`src/rtl/add_sub_bist.sv`:
```
// Built-in self-test controller for the 4-bit add_sub unit: sweeps all {a,b,cin} vectors and checks them against a golden model.
// Optional macro ADD_SUB_BIST_STOP_ON_FAIL_EN ends the sweep at the first mismatch.
module add_sub_bist #(
   parameter int WIDTH  = 4,
   parameter int SETTLE = 1,
   parameter int ERR_W  = 16
) (
   input  logic             clk,
   input  logic             rst,
   input  logic             start,
   output logic [WIDTH-1:0] a_o,
   output logic [WIDTH-1:0] b_o,
   output logic             cin_o,
   input  logic [WIDTH-1:0] sum_i,
   input  logic             cout_i,
   output logic             busy,
   output logic             done,
   output logic             pass,
   output logic [ERR_W-1:0] err_cnt,
   output logic             fail_valid,
   output logic [WIDTH-1:0] fail_a,
   output logic [WIDTH-1:0] fail_b,
   output logic             fail_cin
);

   localparam int               IDX_W     = 2 * WIDTH + 1;
   localparam logic [IDX_W-1:0] IDX_LAST  = {IDX_W{1'b1}};
   localparam logic [IDX_W-1:0] IDX_ONE   = {{(IDX_W-1){1'b0}}, 1'b1};
   localparam logic [3:0]       SETTLE_M1 = (SETTLE == 0) ? 4'd0 : 4'(SETTLE - 1);

   typedef enum logic [2:0] {
      ST_IDLE  = 3'd0,
      ST_DRIVE = 3'd1,
      ST_WAIT  = 3'd2,
      ST_CHECK = 3'd3,
      ST_DONE  = 3'd4
   } state_t;

   // Subtract is a + ~b + 1, so cout=1 means no borrow.
   function automatic logic [WIDTH:0] golden(input logic [WIDTH-1:0] a,
                                             input logic [WIDTH-1:0] b,
                                             input logic             cin);
      logic [WIDTH:0] r;
      if (cin) begin
         r = {1'b0, a} + {1'b0, ~b} + {{WIDTH{1'b0}}, 1'b1};
      end else begin
         r = {1'b0, a} + {1'b0, b};
      end
      return r;
   endfunction

   state_t           state_q;
   logic [IDX_W-1:0] idx_q;
   logic [3:0]       settle_q;
   logic [WIDTH-1:0] a_q, b_q, fail_a_q, fail_b_q;
   logic             cin_q, fail_cin_q, fail_valid_q;
   logic             busy_q, done_q, pass_q;
   logic [ERR_W-1:0] err_cnt_q, err_cnt_d;
   logic             mismatch_s, stop_s;

   // Response compare and saturating error-count increment.
   always_comb begin
      mismatch_s = ({cout_i, sum_i} != golden(a_q, b_q, cin_q));
      if (err_cnt_q == {ERR_W{1'b1}}) begin
         err_cnt_d = err_cnt_q;
      end else begin
         err_cnt_d = err_cnt_q + {{(ERR_W-1){1'b0}}, 1'b1};
      end
   end

`ifdef ADD_SUB_BIST_STOP_ON_FAIL_EN
   assign stop_s = mismatch_s;
`else
   assign stop_s = 1'b0;
`endif

   // Sweep FSM with all outputs registered.
   always_ff @(posedge clk) begin
      if (rst) begin
         state_q      <= ST_IDLE;
         idx_q        <= {IDX_W{1'b0}};
         settle_q     <= 4'd0;
         a_q          <= {WIDTH{1'b0}};
         b_q          <= {WIDTH{1'b0}};
         cin_q        <= 1'b0;
         busy_q       <= 1'b0;
         done_q       <= 1'b0;
         pass_q       <= 1'b0;
         err_cnt_q    <= {ERR_W{1'b0}};
         fail_valid_q <= 1'b0;
         fail_a_q     <= {WIDTH{1'b0}};
         fail_b_q     <= {WIDTH{1'b0}};
         fail_cin_q   <= 1'b0;
      end else begin
         case (state_q)
            ST_IDLE, ST_DONE: begin
               if (start) begin
                  state_q      <= ST_DRIVE;
                  idx_q        <= {IDX_W{1'b0}};
                  busy_q       <= 1'b1;
                  done_q       <= 1'b0;
                  pass_q       <= 1'b0;
                  err_cnt_q    <= {ERR_W{1'b0}};
                  fail_valid_q <= 1'b0;
                  fail_a_q     <= {WIDTH{1'b0}};
                  fail_b_q     <= {WIDTH{1'b0}};
                  fail_cin_q   <= 1'b0;
               end
            end
            ST_DRIVE: begin
               {a_q, b_q, cin_q} <= idx_q;
               settle_q          <= 4'd0;
               if (SETTLE == 0) begin
                  state_q <= ST_CHECK;
               end else begin
                  state_q <= ST_WAIT;
               end
            end
            ST_WAIT: begin
               if (settle_q == SETTLE_M1) begin
                  state_q <= ST_CHECK;
               end else begin
                  settle_q <= settle_q + 4'd1;
               end
            end
            ST_CHECK: begin
               if (mismatch_s) begin
                  err_cnt_q <= err_cnt_d;
                  if (!fail_valid_q) begin
                     fail_valid_q <= 1'b1;
                     fail_a_q     <= a_q;
                     fail_b_q     <= b_q;
                     fail_cin_q   <= cin_q;
                  end
               end
               if ((idx_q == IDX_LAST) || stop_s) begin
                  state_q <= ST_DONE;
                  busy_q  <= 1'b0;
                  done_q  <= 1'b1;
                  pass_q  <= !mismatch_s && (err_cnt_q == {ERR_W{1'b0}});
               end else begin
                  state_q <= ST_DRIVE;
                  idx_q   <= idx_q + IDX_ONE;
               end
            end
            default: begin
               state_q <= ST_IDLE;
               busy_q  <= 1'b0;
               done_q  <= 1'b0;
               pass_q  <= 1'b0;
            end
         endcase
      end
   end

   assign a_o        = a_q;
   assign b_o        = b_q;
   assign cin_o      = cin_q;
   assign busy       = busy_q;
   assign done       = done_q;
   assign pass       = pass_q;
   assign err_cnt    = err_cnt_q;
   assign fail_valid = fail_valid_q;
   assign fail_a     = fail_a_q;
   assign fail_b     = fail_b_q;
   assign fail_cin   = fail_cin_q;

endmodule

```
`config.mk`:
```
export PLATFORM = sky130hd
export DESIGN_NAME = add_sub_bist
export DESIGN_NICKNAME = d
export VERILOG_FILES = /design/src/rtl/add_sub_bist.sv
export SDC_FILE = /design/constraint.sdc
export NUM_CORES = 1
export LEC_CHECK = 0
export CAP_MARGIN = 20
export CELL_PAD_IN_SITES_DETAIL_PLACEMENT = 0
export CELL_PAD_IN_SITES_GLOBAL_PLACEMENT = 2
export CORE_MARGIN = 5
export CORE_UTILIZATION = 32
export DETAILED_ROUTE_END_ITERATION = 6
export HOLD_SLACK_MARGIN = 0.12
export MAX_ROUTING_LAYER = met4
export PLACE_DENSITY_LB_ADDON = 0.12
export SETUP_SLACK_MARGIN = 0.1
export SYNTH_ARGS = -nofsm -noshare
export SYNTH_HDL_FRONTEND = slang
export SYNTH_SLANG_ARGS = --single-unit
export TNS_END_PERCENT = 5
```
`constraint.sdc`:
```
create_clock -name clk -period 3.1 [get_ports clk]
set_input_delay 0.775 -clock clk [delete_from_list [all_inputs] [get_ports clk]]
set_output_delay 0.775 -clock clk [all_outputs]
set_load 0.02 [all_outputs]
```
==> results of run 1 <==
==> worst max-delay path by stage <==
stage	cells after the start	to	slack, ps
3_3_place_gp	8	err_cnt[5]$_SDFFE_PP0P_	290
5_1_grt	11	fail_a[2]$_SDFFE_PP0P_	70
6_report	10	err_cnt[5]$_SDFFE_PP0P_	240
3_5_place_dp	10	err_cnt[5]$_SDFFE_PP0P_	230
4_1_cts	10	err_cnt[5]$_SDFFE_PP0P_	200
2_1_floorplan	10	err_cnt[5]$_SDFFE_PP0P_	300
==> per-layer routing <==
| layer | GRT usage, % | wire length, um | part of all wire, % | vias to the layer above |
|---|---|---|---|---|
| li1 | - | - | - | 1357 |
| met1 | 21.4 | 4150 | 50 | 1261 |
| met2 | 22.5 | 3760 | 46 | 35 |
| met3 | 2.31 | 259 | 3.1 | 9 |
| met4 | 3.15 | 65 | 0.79 | 0 |
| met5 | - | 0 | 0 | - |
==> layout make-up <==
class / count / share of cell area (%)
clock buffer: 5 / 1.88
clock inverter: 3 / 1.20
inverter: 15 / 1.54
multi-input combinational: 264 / 47.9
sequential: 54 / 29.5
tap: 111 / 3.79
timing repair buffer: 55 / 14.2
==> synthesized netlist by cell type (all sizes together), types with 3 or more instances <==
master  number
buf          4
dfxtp       54
nand2b       5
nand2       19
nand4        7
o41ai        3
xnor2        6
nor2        50
mux2i        6
nor4         3
xor2         7
a21oi       26
a22oi        3
o22ai        3
nor3         9
clkbuf      14
nand4b       5
and3         3
o21ai       18
nand3b       7
nor3b        5
nor2b        5
or3          7
o31ai        7
nand3       11
ha          14
o211ai       5
inv         15
==> kinds of logic (layout without fill, tap and decap cells) <==
logic type,count (synthesis),in the layout
XOR/XNOR,13,13
AO/OA/AOI/OAI,81,81
flip-flops,54,54
AND/OR/NAND/NOR,146,146
multiplexers,8,8
adder cells (fa/ha/maj),16,16
buffers and inverters,33,78
==> state kept, by name (all words and copies together), names as in the netlist, 3 cells and up <==
register  cells
fail_a        4
err_cnt      16
fail_b        4
idx_q         9
state_q       3
b_o           4
settle_q      4
a_o           4
==> where the power goes <==
part | internal [mW] | switching (mW)
Combinational | 0.0640 | 0.112
Sequential | 0.702 | 0.0174
Clock | 0.243 | 0.249
==> worst register-to-register path: cells and delay by family (launching register included) <==
| kind | cells | cell delay (ps) |
|---|---|---|
| simple gates | 6 | 1300 |
| fa+ha+maj | 2 | 620 |
| flops | 1 | 370 |
| mux | 1 | 370 |
| buf+inv | 1 | 110 |
==> stage by stage <==
stage               hold WS, ps  util (%)  std cells
detailed placement          459      38.7        499
floorplan                   467         -        351
CTS                         473      39.9        507
global placement            456      38.7        499
global route                491      40.0        507
finish                      471      40.0        507
==> timing repair <==
action	in CTS	in global routing
hold buffers	0	0
endpoints found under the setup margin	0	7
resized for setup	0	2
hold endpoints to repair	0	0
==> results by group, run 1 <==
Status
  – Status: finished clean

STA
  – Final period utilization: ~92%
  – RSZ-0062 raised after global routing: true
  – Setup ws final: roughly 240 ps
  – Fmax: 0.349 GHz
  – Max Transition Viols Final: 0
  – Worst clock skew: 11.1 ps
  – Setup TNS: 0 ps
  – Slew margin rel.: a little under half
  – Hold Fails Final Rpt: 0
  – Post-route minimum period: 2860 ps
  – Final setup violation count: 0
  – Worst slew pin tran: 780 ps

Setup path
  – CP required: 3300 ps
  – Slowest cell delay on critical path: 380 ps
  – Reg2reg start: a_o[0]$_SDFFE_PP0P_
  – RR Endpoint: err_cnt[5]$_SDFFE_PP0P_
  – CP max-delay cell: fa_1
  – Critical path fanouts, max: 9
  – CP top delay family: simple AND/OR/NAND/NOR gates
  – R2r setup slk: about 240 ps
  – R2r worst-path depth: 10
  – Crit path from: a_o[0]$_SDFFE_PP0P_
  – Crit path arrival time: 3060 ps
  – Critical Path End Type: register
  – Cell Chain, Critical Path: inv_1 > ha_1 > fa_1 > nand3b_1 > and4b_1 > or3_1 > nand3_2 > nor2_4 > nor4b_1 > mux2_2
  – Worst Path Buf+Inv: 1
  – Worst Setup Start Kind: register
  – Crit path kind: reg -> reg

Synth
  – EDFF count, synth: 0
  – Post-Syn Area: around 3000 um^2
  – XOR/XNOR share of the synthesized area: 3.84%
  – Post-synth net total: 375
  – Main flop type after synthesis: dfxtp_1
  – Seq cells post-synth: 54
  – Largest family of logic cells by synthesized area: simple AND/OR/NAND/NOR gates
  – Avg Synthesized Cell Area: roughly 8.4 um^2
  – Synth cell types: 64
  – Synth Instances: 351
  – Post-Synth Simple-Gate Area: a little over a quarter
  – Register area share after synthesis: 36.5%
  – Largest cells by area after synthesis: dfxtp_1 (36%), nor2_1 (6.2%), ha_1 (5.9%)
  – Post-synth ARST share: 0%
  – Area share of the largest cell type after synthesis: 36.5%
  – Mux contribution to synthesized area: 2.79%
  – Post-synth top area cell: dfxtp_1
  – Post-synthesis adder-cell area fraction: 7.26%
  – Yosys warns: 0
  – Complex-gate fraction of the synthesized area: 18.4%

Placement
  – Placed cell area: 3540 um^2
  – Detailed Place HPWL: between 6 and 7 mm
  – Final RePlAce weighted congestion: just under 0.8
  – Setup WS pre-CTS: about 230 ps
  – Port Buffers: 45

Hold path
  – Hold depth: 2
  – Hold Path Sink: fail_a[3]$_SDFFE_PP0P_
  – Hold Path Class: reg -> reg
  – Min-delay src: fail_a[3]$_SDFFE_PP0P_

Finish
  – ANT cells: 0
  – Most frequent cells in the layout: dfxtp_1 (54), nor2_1 (49), clkdlybuf4s50_1 (44), a21oi_1 (25), nand2_1 (19)
  – Share of layout cells above drive strength 1: 8.59%
  – Area Overhead vs Synth: 23.6%
  – Post-Layout Inst Area: 3660 um^2
  – Commonest non-fill, non-tap cell in the layout: dfxtp_1
  – FILL cells: 969
  – Multi-input logic area: 1750 um^2
  – Nets@finish: 419
  – Register area: 1080 um^2

Floorplan
  – Core ar.: 9150 um^2
  – Die area: between 10,000 and 15,000 um^2
  – Die W: 106 um
  – Rows: 35
  – Die H: between 100 and 150 um
  – Num ports: 46
  – Starting Density: 32.4%

CTS
  – CTS tree: done
  – CTS Buf Count: 5
  – CTS sink count: 54
  – Post-CTS setup buffer count: 0
  – Root Buffer: clkbuf_8
  – Clk slew on worst S/H paths: ~100 ps
  – Clk buf depth: 2
  – Worst skew pair latency: 310 ps
  – H-tree levels: 2

Power
  – Power after layout: 1.39 mW
  – Worst vdd ir: 0.179 mV
  – Leakage: 1.26 nW
  – Pwr per Cell Area: between 300 and 400 nW/um^2

Global routing
  – Gr usage total: 15.0%
  – First-pass GRT wire length: around 13 mm
  – Vias in the first global route: 2,444
  – Initial antenna violation count: 0
  – Maximum number of pins on one net before global-route repair: 43
  – Overflow left after global routing: 0

Drt
  – Detailed Routing Iterations Pass 1: 4
  – Drt wl/cell: 16.2 um
  – Routed WL: 8.24 mm
  – Vias per cell: 5.25
  – Vias: 2,662
  – DRT iter0 DRCs: ~110
  – DR DRC count: 0
  – Antenna-violating nets left: 0

Flow run
  – Max_cap viols: 0
No activity file was read; power rests on OpenSTA's default activity.
==> run 2: changes to the inputs <==
- MAX_ROUTING_LAYER: met4 -> unset
- SKIP_CTS_REPAIR_TIMING: unset -> 1
==> run 2 against run 1 <==
Flip-flop and latch count is the same. Critical path depth is the same. Count of clock-buffer cells in the layout is the same. Global-route usage shrank 0.40 points. Via count grew 0.75%. Die area is the same. First-iteration DRC count shrank 0.94%. Worst hold slack is essentially flat. Final area is the same. Sequential share of layout area is the same. Core utilization is the same. Register-to-register slack is essentially flat. Largest cell class unchanged.
==> results by group, run 2 (synthesis results as in run 1) <==
Hold path
  – Hold Path Class: reg -> reg
  – Min-delay src: fail_a[3]$_SDFFE_PP0P_
  – Hold Path Sink: fail_a[3]$_SDFFE_PP0P_
  – Hold depth: 2 (unchanged)

Setup path
  – Crit path kind: reg -> reg
  – Slowest cell delay on critical path: 380 ps (about the same)
  – Worst Setup Start Kind: register
  – CP top delay family: simple AND/OR/NAND/NOR gates
  – CP required: 3300 ps (about the same)
  – RR Endpoint: err_cnt[5]$_SDFFE_PP0P_
  – Critical path fanouts, max: 9 (unchanged)
  – Cell Chain, Critical Path: inv_1 > ha_1 > fa_1 > nand3b_1 > and4b_1 > or3_1 > nand3_2 > nor2_4 > nor4b_1 > mux2_2
  – Reg2reg start: a_o[0]$_SDFFE_PP0P_
  – Worst Path Buf+Inv: 1 (unchanged)
  – R2r setup slk: 240 ps (about the same)
  – CP max-delay cell: fa_1
  – Crit path arrival time: 3060 ps (about the same)
  – R2r worst-path depth: 10 (unchanged)
  – Critical Path End Type: register

CTS
  – Worst skew pair latency: 310 ps (about the same)
  – CTS Buf Count: 5 (unchanged)
  – CTS sink count: 54 (unchanged)
  – Clk buf depth: 2 (unchanged)
  – H-tree levels: 2 (unchanged)
  – Clk slew on worst S/H paths: 100 ps (about the same)
  – Root Buffer: clkbuf_8
  – CTS tree: done

STA
  – Setup ws final: 243 ps (+4.17 ps)
  – Final setup violation count: 0 (unchanged)
  – Fmax: 0.350 GHz (+0.15%)
  – Setup TNS: 0 ps (unchanged)
  – Hold Fails Final Rpt: 0 (unchanged)
  – Post-route minimum period: 2860 ps (-4.17 ps)
  – Worst slew pin tran: 772 ps (-8.28 ps)
  – Slew margin rel.: 48.5% (+0.55 points)
  – Max Transition Viols Final: 0 (unchanged)
  – Final period utilization: 92.2% (-0.13 points)
  – Worst clock skew: 10.7 ps (-0.375 ps)
  – RSZ-0062 raised after global routing: true

Finish
  – FILL cells: 969 (unchanged)
  – Nets@finish: 419 (unchanged)
  – Post-layout util: 40.0% (unchanged)
  – Commonest non-fill, non-tap cell in the layout: dfxtp_1
  – Post-Layout Inst Area: 3660 um^2 (unchanged)
  – ANT cells: 0 (unchanged)
  – Share of layout cells above drive strength 1: 8.59% (unchanged)
  – Register area: 1080 um^2 (unchanged)
  – Most frequent cells in the layout: dfxtp_1 (54), nor2_1 (49), clkdlybuf4s50_1 (44), a21oi_1 (25), nand2_1 (19)
  – Area Overhead vs Synth: 23.6% (unchanged)
  – Max reg flops: 16 (unchanged)
  – Multi-input logic area: 1750 um^2 (unchanged)

Global routing
  – Initial antenna violation count: 0 (unchanged)
  – Gr usage total: 14.6% (-0.40 points)
  – First-pass GRT wire length: 13.3 mm (about the same)
  – Overflow left after global routing: 0 (unchanged)
  – Maximum number of pins on one net before global-route repair: 43 (unchanged)
  – Vias in the first global route: 2,443 (-0.041%)

Status
  – Status: finished clean

Flow run
  – Max_cap viols: 0 (unchanged)

Placement
  – Detailed Place HPWL: 6.07 mm (unchanged)
  – Final RePlAce weighted congestion: 0.775 (-1.3%)
  – Setup WS pre-CTS: 230 ps (unchanged)
  – Port Buffers: 45 (unchanged)
  – Placed cell area: 3540 um^2 (unchanged)

Power
  – Worst vdd ir: 0.179 mV (-0.44%)
  – Leakage: 1.26 nW (unchanged)
  – Pwr per Cell Area: 378 nW/um^2 (-0.11%)
  – Power after layout: 1.39 mW (-0.11%)

Floorplan
  – Core ar.: 9150 um^2 (unchanged)
  – Die H: 106 um (unchanged)
  – Num ports: 46 (unchanged)
  – Starting Density: 32.4% (unchanged)
  – Rows: 35 (unchanged)
  – Die area: 11,300 um^2 (unchanged)
  – Die W: 106 um (unchanged)

Drt
  – Drt wl/cell: 16.2 um (-0.11%)
  – Detailed Routing Iterations Pass 1: 4 (unchanged)
  – Routed WL: 8.23 mm (-0.11%)
  – Vias: 2,682 (+0.75%)
  – Antenna-violating nets left: 0 (unchanged)
  – Vias per cell: 5.29 (+0.75%)
  – DR DRC count: 0 (unchanged)
  – DRT iter0 DRCs: 105 (-0.94%)
[run 2: how the worst max path moves through the flow]
stage / from / to / slack [ps] / cells after the start
5_1_grt: a_o[0]$_SDFFE_PP0P_ / fail_a[2]$_SDFFE_PP0P_ / 70 / 11
4_1_cts: a_o[0]$_SDFFE_PP0P_ / err_cnt[5]$_SDFFE_PP0P_ / 200 / 10
2_1_floorplan: a_o[0]$_SDFFE_PP0P_ / err_cnt[5]$_SDFFE_PP0P_ / 300 / 10
3_5_place_dp: a_o[0]$_SDFFE_PP0P_ / err_cnt[5]$_SDFFE_PP0P_ / 230 / 10
3_3_place_gp: sum_i[2] / err_cnt[5]$_SDFFE_PP0P_ / 290 / 8
6_report: a_o[0]$_SDFFE_PP0P_ / err_cnt[5]$_SDFFE_PP0P_ / 240 / 10
[run 2: layout make-up]
| cell class | count | area share [%] |
|---|---|---|
| Clock buffer | 5 | 1.88 |
| Timing Repair Buffer | 55 | 14.2 |
| Sequential cell | 54 | 29.5 |
| Multi-Input combinational cell | 264 | 47.9 |
| Tap cell | 111 | 3.79 |
| Inverter | 15 | 1.54 |
| Clock inverter | 3 | 1.20 |
[run 2: worst min-delay path, cell delays in order (launching register included)]
cell     delay (ps)
dfxtp_1         320
nand3_1          60
a21oi_1          60
[run 2: metal layers]
metal | track usage, % | wire length [um] | vias to the layer above
li1 | - | - | 1356
met1 | 21.4 | 4070 | 1276
met2 | 22.5 | 3810 | 46
met3 | 2.31 | 276 | 4
met4 | 3.15 | 65 | 0
met5 | 0 | 0 | -
[run 2: report_power, final]
| part | switching, mW | internal, mW | total (mW) |
|---|---|---|---|
| clock | 0.247 | 0.243 | 0.490 |
| sequential | 0.0175 | 0.702 | 0.719 |
| combinational | 0.112 | 0.0640 | 0.176 |
[run 2: metrics by stage]
stage,hold slack [ps],instances
after floorplan,467,351
after global placement,456,499
after detailed placement,459,499
after CTS,473,507
after global routing,491,507
final,471,507
==> RTL edit (settings of run 2) <==
Re-encode `state_t` (5 states) as one-hot, 5 bits wide.
--- a/src/rtl/add_sub_bist.sv
+++ b/src/rtl/add_sub_bist.sv
@@ -28,12 +28,12 @@
    localparam logic [IDX_W-1:0] IDX_ONE   = {{(IDX_W-1){1'b0}}, 1'b1};
    localparam logic [3:0]       SETTLE_M1 = (SETTLE == 0) ? 4'd0 : 4'(SETTLE - 1);
 
-   typedef enum logic [2:0] {
-      ST_IDLE  = 3'd0,
-      ST_DRIVE = 3'd1,
-      ST_WAIT  = 3'd2,
-      ST_CHECK = 3'd3,
-      ST_DONE  = 3'd4
+   typedef enum logic [4:0] {
+      ST_IDLE  = 5'b00001,
+      ST_DRIVE = 5'b00010,
+      ST_WAIT  = 5'b00100,
+      ST_CHECK = 5'b01000,
+      ST_DONE  = 5'b10000
    } state_t;
 
    // Subtract is a + ~b + 1, so cout=1 means no borrow.
Behaviour: same outputs for any inputs over 10 cycles, from zero or initial values and one cycle with rst high; not proved beyond that.
==> RTL edit against run 2 <==
Total power decreased by 8.5%. Final area increased by 1.3%. Area after synthesis increased by 3.3%. Global-route usage increased by 0.25 points. Final cell count increased by 5.9%. Utilization decreased by 0.068 points. Sequential cell count increased by 2. Setup slack improved by 210 ps. Clock power decreased by 14%. Combinational power decreased by 32%. Wire length increased by 2.7%.
==> RTL edit: results (changes against run 2) <==
| Metric | Value |
|---|---|
| Slew headroom | 54.0% (was 48.5%) |
| Vias per cell | 5.26 (was 5.29) |
| Status | completed (unchanged) |
| WL final | 8.45 mm (was 8.23 mm) |
| Synth Net Count | 393 (was 375) |
| Synth cell types | 54 (was 64) |
| Sw frac | 26.9% (was 27.2%) |
| GPL Wtd Cong | 0.777 (was 0.775) |
| Maximum number of pins on one net before global-route repair | 36 (was 43) |
| Area after DPL | 3620 sq um (was 3540 sq um) |
| CP top delay family | adder cells (was simple AND/OR/NAND/NOR gates) |
| Reg-to-reg setup timing slack | 450 ps (was 240 ps) |
| Final #Nets | 431 (was 419) |
| Finished Layout Cells | 537 (was 507) |
| Area of all placed cells without fillers | 3710 sq um (was 3660 sq um) |
| Synth Area in Adders | 7.03% (was 7.26%) |
| Worst Skew | 11.3 ps (was 10.7 ps) |
| Post-synthesis sequential area ratio | 36.6% (was 36.5%) |
| Worst Hold End | fail_b[3]$_SDFFE_PP0P_ (was fail_a[3]$_SDFFE_PP0P_) |
| Most frequent cells after synthesis | dfxtp_1, nand2_1, nor2_1 (was dfxtp_1, nor2_1, a21oi_1) |
| R2r endpoint | err_cnt[3]$_SDFFE_PP0P_ (was err_cnt[5]$_SDFFE_PP0P_) |
| Synth Area in XOR/XNOR | 4.54% (was 3.84%) |
| Main synth FF type | dfxtp_1 (unchanged) |
| CP max FO | 29 (was 9) |
| Initial drt markers | 72 (was 105) |
| Share of cells above drive strength 1 | 7.35% (was 8.59%) |
| Worst EP arrival | 2860 ps (was 3060 ps) |
| First-pass GRT wire length | 14.0 mm (was 13.3 mm) |
| CP peak stage delay | 490 ps (was 380 ps) |
| Synth area leaders | dfxtp_1, nand2_1, ha_1 (was dfxtp_1, nor2_1, ha_1) |
| Synth Area in Compound Gates | 19.3% (was 18.4%) |
| Vias in the first global route | 2741 (was 2443) |
| GRT Overall Usage | 14.9% (was 14.6%) |
| Standby leakage power | 1.21 nW (was 1.26 nW) |
| Inst Count DP | 529 (was 499) |
| Mapped Cells | 369 (was 351) |
| VDD IR-drop max | 0.145 mV (was 0.179 mV) |
| Multiplexer area fraction after synthesis | 0.654% (was 2.79%) |
-- RTL edit: cell count changes in the layout (fill, tap and decap cells not counted), moves of 7 or more --
cell and delta:
nand2_1 +35, nor2_1 -21, nor3_1 +10, a32o_1 +9, nand3_1 +9, buf_4 -7
-- RTL edit: routing by layer --
| layer | track usage, % | share of wire, % | wire, microns | up-vias |
|---|---|---|---|---|
| met2 | 24.9 | 47 | 3980 | 55 |
| met1 | 19.6 | 48 | 4060 | 1358 |
| met5 | 0 | 0 | 0 | - |
| li1 | - | - | - | 1401 |
| met3 | 2.94 | 3.8 | 325 | 8 |
| met4 | 3.34 | 1.0 | 85 | 0 |
-- RTL edit: per-stage QoR --
step | setup WS (ps) | hold slack [ps]
2_1_floorplan | 652 | 450
3_3_place_gp | 377 | 454
3_5_place_dp | 366 | 457
4_1_cts | 419 | 479
5_1_grt | 267 | 505
6_report | 451 | 477
-- RTL edit: cells by family (layout without fill, tap and decap cells) --
kind of cell	after synthesis	count (layout)
buf+inv	36	75
flops	56	56
fa+ha+maj	16	16
compound gates	79	79
mux	2	2
simple gates	165	165
xor+xnor	15	15
-- RTL edit: cell type report --
cell class | count | share of cell area (%)
Inverter | 18 | 1.82
Timing Repair Buffer | 49 | 13.2
Tap cell | 129 | 4.35
Clock inverter | 3 | 0.641
Multi-Input combinational cell | 277 | 48.0
Clock buffer | 5 | 1.85
Sequential cell | 56 | 30.2
-- RTL edit: power groups by stage --
stage | clock, mW | combinational [mW] | sequential (mW)
floorplan | 0 | 0.0828 | 0.747
global route | 0.469 | 0.132 | 0.732
CTS | 0.444 | 0.121 | 0.730
global placement | 0 | 0.120 | 0.746
finish | 0.419 | 0.119 | 0.730
detailed placement | 0 | 0.120 | 0.746
-- RTL edit: worst max path at each step --
stage,slack [ps],end,cells after the start,start
floorplan,650,err_cnt[0]$_SDFFE_PP0P_,12,a_o[0]$_SDFFE_PP0P_
global placement,380,err_cnt[3]$_SDFFE_PP0P_,9,sum_i[2]
finish,450,err_cnt[3]$_SDFFE_PP0P_,10,a_o[0]$_SDFFE_PP0P_
global route,270,fail_b[3]$_SDFFE_PP0P_,11,a_o[0]$_SDFFE_PP0P_
detailed placement,370,err_cnt[3]$_SDFFE_PP0P_,9,sum_i[2]
CTS,420,err_cnt[3]$_SDFFE_PP0P_,10,a_o[0]$_SDFFE_PP0P_
-- RTL edit: tightest hold or removal path, delay by kind of cell, from the launching register on --
| kind | cells | cell delay (ps) |
|---|---|---|
| flops | 1 | 320 |
| simple gates | 1 | 50 |
| compound gates | 1 | 60 |
